==> src/rtl/alu_pkg.sv <==
// Shared opcode, flag-index and legality definitions for the 16-bit ALU and its issue controller.
package alu_pkg;

    localparam int unsigned OPW    = 5;
    localparam int unsigned NFLAGS = 6;

    localparam logic [OPW-1:0] OP_INC = 5'b00001;
    localparam logic [OPW-1:0] OP_DEC = 5'b00011;
    localparam logic [OPW-1:0] OP_ADD = 5'b00100;
    localparam logic [OPW-1:0] OP_ADC = 5'b00101;
    localparam logic [OPW-1:0] OP_SUB = 5'b00110;
    localparam logic [OPW-1:0] OP_SBB = 5'b00111;
    localparam logic [OPW-1:0] OP_AND = 5'b01000;
    localparam logic [OPW-1:0] OP_OR  = 5'b01001;
    localparam logic [OPW-1:0] OP_XOR = 5'b01010;
    localparam logic [OPW-1:0] OP_NOT = 5'b01011;
    localparam logic [OPW-1:0] OP_SHL = 5'b10000;
    localparam logic [OPW-1:0] OP_SHR = 5'b10001;
    localparam logic [OPW-1:0] OP_SAL = 5'b10010;
    localparam logic [OPW-1:0] OP_SAR = 5'b10011;
    localparam logic [OPW-1:0] OP_ROL = 5'b10100;
    localparam logic [OPW-1:0] OP_ROR = 5'b10101;
    localparam logic [OPW-1:0] OP_RCL = 5'b10110;
    localparam logic [OPW-1:0] OP_RCR = 5'b10111;

    localparam int unsigned FLG_C  = 0;
    localparam int unsigned FLG_Z  = 1;
    localparam int unsigned FLG_S  = 2;
    localparam int unsigned FLG_V  = 3;
    localparam int unsigned FLG_AC = 4;
    localparam int unsigned FLG_P  = 5;

    // Arithmetic, logic and shift groups each occupy an aligned block of codes.
    function automatic logic is_legal_op(input logic [OPW-1:0] op);
        return (op == OP_INC) || (op == OP_DEC) ||
               (op[4:2] == 3'b001) || (op[4:2] == 3'b010) || (op[4:3] == 2'b10);
    endfunction

endpackage

==> src/rtl/alu_regfile.sv <==
// Register file: two combinational read ports, a debug read port, one synchronous write port.
module alu_regfile
    import alu_pkg::*;
#(
    parameter int unsigned NREGS = 8,
    parameter int unsigned W     = 16
) (
    input  logic                     clk,
    input  logic                     rst_n,
    input  logic [$clog2(NREGS)-1:0] ra1,
    output logic [W-1:0]             rd1,
    input  logic [$clog2(NREGS)-1:0] ra2,
    output logic [W-1:0]             rd2,
    input  logic [$clog2(NREGS)-1:0] dbg_addr,
    output logic [W-1:0]             dbg_data,
    input  logic                     we,
    input  logic [$clog2(NREGS)-1:0] wa,
    input  logic [W-1:0]             wd
);

    logic [W-1:0] mem_q [NREGS];

    assign rd1      = mem_q[ra1];
    assign rd2      = mem_q[ra2];
    assign dbg_data = mem_q[dbg_addr];

    always_ff @(posedge clk or negedge rst_n) begin
        if (!rst_n) begin
            for (int unsigned i = 0; i < NREGS; i++) begin
                mem_q[i] <= '0;
            end
        end else if (we) begin
            mem_q[wa] <= wd;
        end
    end

endmodule

==> src/rtl/alu_issue_ctrl.sv <==
// Issue/writeback controller for the external 16-bit ALU: two-cycle accept/execute loop,
// register-file writeback and architectural flags.
module alu_issue_ctrl
    import alu_pkg::*;
#(
    parameter int unsigned NREGS = 8,
    parameter int unsigned W     = 16
) (
    input  logic                     clk,
    input  logic                     rst_n,
    input  logic                     in_valid,
    output logic                     in_ready,
    input  logic [OPW-1:0]           in_op,
    input  logic [$clog2(NREGS)-1:0] in_rd,
    input  logic [$clog2(NREGS)-1:0] in_rs1,
    input  logic [$clog2(NREGS)-1:0] in_rs2,
    input  logic [W-1:0]             in_imm,
    input  logic                     in_use_imm,
    output logic [W-1:0]             alu_a,
    output logic [W-1:0]             alu_b,
    output logic [OPW-1:0]           alu_f,
    output logic                     alu_cin,
    input  logic [W-1:0]             alu_result,
    input  logic [NFLAGS-1:0]        alu_status,
    output logic [NFLAGS-1:0]        flags,
    output logic                     done,
    output logic [W-1:0]             done_data,
    output logic                     illegal,
    input  logic [$clog2(NREGS)-1:0] dbg_addr,
    output logic [W-1:0]             dbg_data
);

    localparam int unsigned AW = $clog2(NREGS);

    localparam logic [0:0] ST_IDLE = 1'b0;
    localparam logic [0:0] ST_EXEC = 1'b1;

    logic [0:0]    state_q;
    logic          rdy_q;
    logic [AW-1:0] rd_q;
    logic [W-1:0]  rs1_data;
    logic [W-1:0]  rs2_data;
    logic          wb_en;

    // rdy_q keeps in_ready low until the first edge after reset release.
    assign in_ready = (state_q == ST_IDLE) && rdy_q;
    assign wb_en    = (state_q == ST_EXEC) && is_legal_op(alu_f);

    alu_regfile #(
        .NREGS (NREGS),
        .W     (W)
    ) u_regfile (
        .clk      (clk),
        .rst_n    (rst_n),
        .ra1      (in_rs1),
        .rd1      (rs1_data),
        .ra2      (in_rs2),
        .rd2      (rs2_data),
        .dbg_addr (dbg_addr),
        .dbg_data (dbg_data),
        .we       (wb_en),
        .wa       (rd_q),
        .wd       (alu_result)
    );

    always_ff @(posedge clk or negedge rst_n) begin
        if (!rst_n) begin
            state_q   <= ST_IDLE;
            rdy_q     <= 1'b0;
            rd_q      <= '0;
            alu_a     <= '0;
            alu_b     <= '0;
            alu_f     <= '0;
            alu_cin   <= 1'b0;
            flags     <= '0;
            done      <= 1'b0;
            done_data <= '0;
            illegal   <= 1'b0;
        end else begin
            rdy_q     <= 1'b1;
            done      <= 1'b0;
            done_data <= '0;
            illegal   <= 1'b0;
            case (state_q)
                ST_IDLE: begin
                    if (in_valid && in_ready) begin
                        alu_a   <= rs1_data;
                        alu_b   <= in_use_imm ? in_imm : rs2_data;
                        alu_f   <= in_op;
                        alu_cin <= flags[FLG_C];
                        rd_q    <= in_rd;
                        state_q <= ST_EXEC;
                    end
                end
                ST_EXEC: begin
                    state_q <= ST_IDLE;
                    done    <= 1'b1;
                    if (is_legal_op(alu_f)) begin
                        flags     <= alu_status;
                        done_data <= alu_result;
                    end else begin
                        illegal <= 1'b1;
                    end
                end
                default: state_q <= ST_IDLE;
            endcase
        end
    end

endmodule

==> config.mk <==
export PLATFORM = sky130hd
export DESIGN_NAME = alu_issue_ctrl
export DESIGN_NICKNAME = d
export VERILOG_FILES = /design/src/rtl/alu_pkg.sv /design/src/rtl/alu_regfile.sv /design/src/rtl/alu_issue_ctrl.sv
export SDC_FILE = /design/constraint.sdc
export NUM_CORES = 1
export LEC_CHECK = 0
export BUFFER_PORTS_ARGS = -buffer_cell sky130_fd_sc_hd__buf_2
export CAP_MARGIN = 15
export CORE_MARGIN = 3
export CORE_UTILIZATION = 52
export CTS_CLUSTER_SIZE = 12
export DETAILED_ROUTE_END_ITERATION = 8
export PLACE_DENSITY = 0.73
export REMOVE_ABC_BUFFERS = 1
export SYNTH_ARGS = -nofsm -noshare
export SYNTH_HDL_FRONTEND = slang
export SYNTH_HIERARCHICAL = 1
export SYNTH_SLANG_ARGS = --single-unit
==> constraint.sdc <==
create_clock -name clk -period 4.7 [get_ports clk]
set_clock_uncertainty 0.15 [all_clocks]
set_input_delay 0.235 -clock clk [delete_from_list [all_inputs] [get_ports clk]]
set_output_delay 0.235 -clock clk [all_outputs]
set_load 0.05 [all_outputs]
==> run_results.csv <==
group,metric,value,unit
sta,worst_slew_pin_slew,1120,ps
critical_path,worst_ep_arrival_time,3260,ps
min_path,whs_path_depth,3,
sta,clock.fmax,0.324,GHz
logic_synthesis,synth-simple-area-share,2.86,%
detailed_routing,number_of_remaining_drc_errors,0,
floorplan,fp.coreArea,19800,sq um
logic_synthesis,ys_seq_elements,195,
critical_path,worst_path_dominant_cell_family,"simple AND/OR/NAND/NOR gates",
place,preCtsSetupSlack,1640,ps
clock_network,path_clk_slew,70,ps
grt,grtUsageTotal,23.7,%
final_layout,antenna-diode-count,0,
place,place_area,11400,sq um
critical_path,timing.critical_path.slowest_stage_cell,"nor4b_4",
run_status,outcome,"completed",
clock_network,h-tree-depth,4,
critical_path,worst_r2r_endpoint,"u_regfile/mem_q[118]",
final_layout,post-route-cell-area,12300,sq um
final_layout,layout_commonest_cell,"mux2_2",
logic_synthesis,synth_top_family_by_area,"multiplexers",
detailed_routing,average_vias_per_placed_instance,6.10,
sta,rsz0062_at_grt,"no",
logic_synthesis,synth_cells,631,
clock_network,insertion_delay_to_the_later_sink_of_the_worst_skew_pair,430,ps
sta,max_slew_margin,25.1,%
sta,timing_hold_violations_final,0,
logic_synthesis,synthesis.yosys.warnings,6,
logic_synthesis,synth_compound_gate_area_share,0.872,%
job,max_cap_violations,0,
grt,first_global_vias,6917,
clock_network,cts_tree,"built",
floorplan,floorplan.initialDensity,53.7,%
critical_path,timing.rr.start,"alu_f[2]",
detailed_routing,dr.first_iter.drc_count,427,
final_layout,syn2layout_area_growth,16.0,%
final_layout,most_frequent_cells_in_the_layout,"mux2_2, dfrtp_1, buf_2",
power,p_total,7.14,mW
floorplan,placementRows,51,
clock_network,cts_buffer_depth,2,
power,ir_worst_vdd,0.000321,V
min_path,hold_path_startpoint,"in_imm[1]",
critical_path,critical_path_class,"register to register",
clock_network,cts.repair.resized,0,
power,power_density,580,nW/um^2
floorplan,dieWidth,149,microns
critical_path,worstPathBufferInverterCount,1,
logic_synthesis,yosys-mux-area-fraction,46.9,%
min_path,min-delay-path-class,"primary input to register",
place,place.detailed.hpwl,15200,microns
grt,global_route.overflow_total,0,
floorplan,floorplan.die.height,149,microns
final_layout,drive_above_1_share,50.3,%
sta,finalCriticalPeriod,3090,ps
final_layout,fillers,1520,
logic_synthesis,netlist-cell-type-count,27,
clock_network,clock-sinks,195,
clock_network,clock-root-buffer,"clkbuf_16",
sta,total_negative_setup_slacks,0,ps
logic_synthesis,synthesized_area_per_cell,16.8,sq um
grt,grt_first_pass_wirelength,39800,microns
detailed_routing,route.vias.total,6463,
critical_path,critPathCaptureType,"register",
critical_path,path_max_fanout,30,
critical_path,worstPathCellList,"o21ai_0, and3_2, nor4b_4, buf_4, mux2_2",
floorplan,overall_die_area,22200,sq um
detailed_routing,average_wire_per_cell_in_the_routed_design,24.1,microns
power,leak_pwr,5.68,nW
final_layout,area_of_combinational_cells_with_multiple_inputs,5400,sq um
critical_path,crit_path_max_incr_delay,730,ps
logic_synthesis,yosys.area_share.adder,0,%
sta,drv_slew,0,
final_layout,fin_nets,841,
critical_path,crit_required,4870,ps
clock_network,number_of_cts_inserted_buffers,17,
detailed_routing,first_pass_iters,4,
detailed_routing,routed_wl,25500,microns
sta,final-setup-viol-count,0,
sta,layout_setup_ws,1610,ps
logic_synthesis,post_synth_xor_area_fraction,0,%
grt,grt_start_max_net_pins,109,
final_layout,seq_area,4880,sq um
min_path,timing.hold.worst_endpoint,"alu_b[1]",
detailed_routing,route.antenna.remaining_nets,0,
critical_path,regToRegSetupSlack,1610,ps
place,number_of_buffer_cells_added_on_primary_ports,137,
logic_synthesis,portion_of_the_post_synthesis_area_used_by_sequential_elements,46.0,%
floorplan,floorplan.io_pins,138,
grt,grt_antenna_before_repair,0,
sta,fin_crit_sh,65.8,%
place,gp_routability_congestion,0.777,
critical_path,worst-r2r-cell-count,5,
logic_synthesis,post_synth_instance_area,10600,sq um
critical_path,worstSetupStartpointType,"register",
## metrics by stage
stage / hold slack [ps] / instances / util [%]
after floorplan: -211 / 578 / -
final: 2.95 / 1060 / 62.2
after global routing: 20.4 / 1060 / 62.2
after detailed placement: 273 / 986 / 57.4
after global placement: 255 / 985 / 57.3
after CTS: 2.62 / 1060 / 62.2
## registers in the layout, indices dropped and copies added (netlist names)
name and flops:
u_regfile/mem_q 128, flags 6, done_data 16, alu_b 16, state_q 1, alu_f 5
rd_q 3, alu_cin 1, rdy_q 1, done 1, illegal 1, alu_a 16
## worst min-delay path: stages
cell	delay, ps
buf_2	80
mux2i_1	70
o21ai_0	150
## how the worst max path moves through the flow
| stage | from | endpoint | slack (ps) | cells after the start |
|---|---|---|---|---|
| 3_5_place_dp | alu_f[2] | u_regfile/mem_q[118] | 1640 | 5 |
| 5_1_grt | alu_f[2] | u_regfile/mem_q[118] | 1500 | 5 |
| 6_report | alu_f[2] | u_regfile/mem_q[118] | 1610 | 5 |
| 2_1_floorplan | alu_f[2] | u_regfile/mem_q[80] | 780 | 4 |
| 3_3_place_gp | alu_f[2] | u_regfile/mem_q[93] | 1460 | 4 |
| 4_1_cts | alu_f[2] | u_regfile/mem_q[118] | 1620 | 5 |
## power breakdown
| group | switching (mW) | total, mW | internal (mW) |
|---|---|---|---|
| Clock | 0.615 | 1.33 | 0.715 |
| Combinational | 1.45 | 2.92 | 1.47 |
| Sequential | 0.542 | 2.90 | 2.35 |
## routing by layer
metal / GRT usage (%) / vias up / routed length [microns]
met3: 3.25 / 20 / 1600
met5: 0 / - / 0
met2: 41.2 / 205 / 13200
met1: 32.0 / 3409 / 10500
li1: - / 2829 / -
met4: 5.90 / 0 / 266
## cell usage after synthesis
cell type | instances | area (sq um)
clkbuf_1 | 10 | 37.5
mux2_4 | 3 | 45.0
or4_1 | 1 | 7.51
and4bb_2 | 2 | 25.0
nand4_2 | 1 | 12.5
mux2_2 | 204 | 2300
mux4_1 | 84 | 2210
mux4_2 | 12 | 270
nand4b_2 | 3 | 45.0
buf_1 | 10 | 37.5
a21boi_0 | 1 | 7.51
inv_1 | 1 | 3.75
buf_4 | 7 | 52.6
clkbuf_2 | 3 | 15.0
nor4b_4 | 1 | 23.8
nor2b_1 | 1 | 6.26
conb_1 | 1 | 3.75
mux2i_1 | 16 | 160
nand2_1 | 16 | 60.1
dfrtp_1 | 195 | 4880
nor4bb_1 | 1 | 10.0
nand3b_1 | 1 | 7.51
buf_6 | 15 | 169
and2_1 | 16 | 100
buf_2 | 8 | 40.0
o21ai_0 | 17 | 85.1
and3_1 | 1 | 6.26
## area by class of cell
cell class              instances  share of cell area (%)
flip-flops and latches        195                    39.6
repair buffers                185                    9.48
inverters                       1                  0.0305
clock buffers                  23                    3.88
multi-input cells             382                    43.8
well taps                     265                    2.69
clock inverters                 9                   0.457
## what timing repair did
item / 4_1_cts / 5_1_grt
endpoints found under the hold margin: 168 / 0
setup buffers: 0 / 0
hold buffers: 42 / 0
## cell families after synthesis
logic type	Yosys count
AOI/OAI and AO/OA	18
buffers and inverters	54
DFF	195
muxes	319
other	1
and+or+nand+nor	44
(Power assumes the default switching activity.)
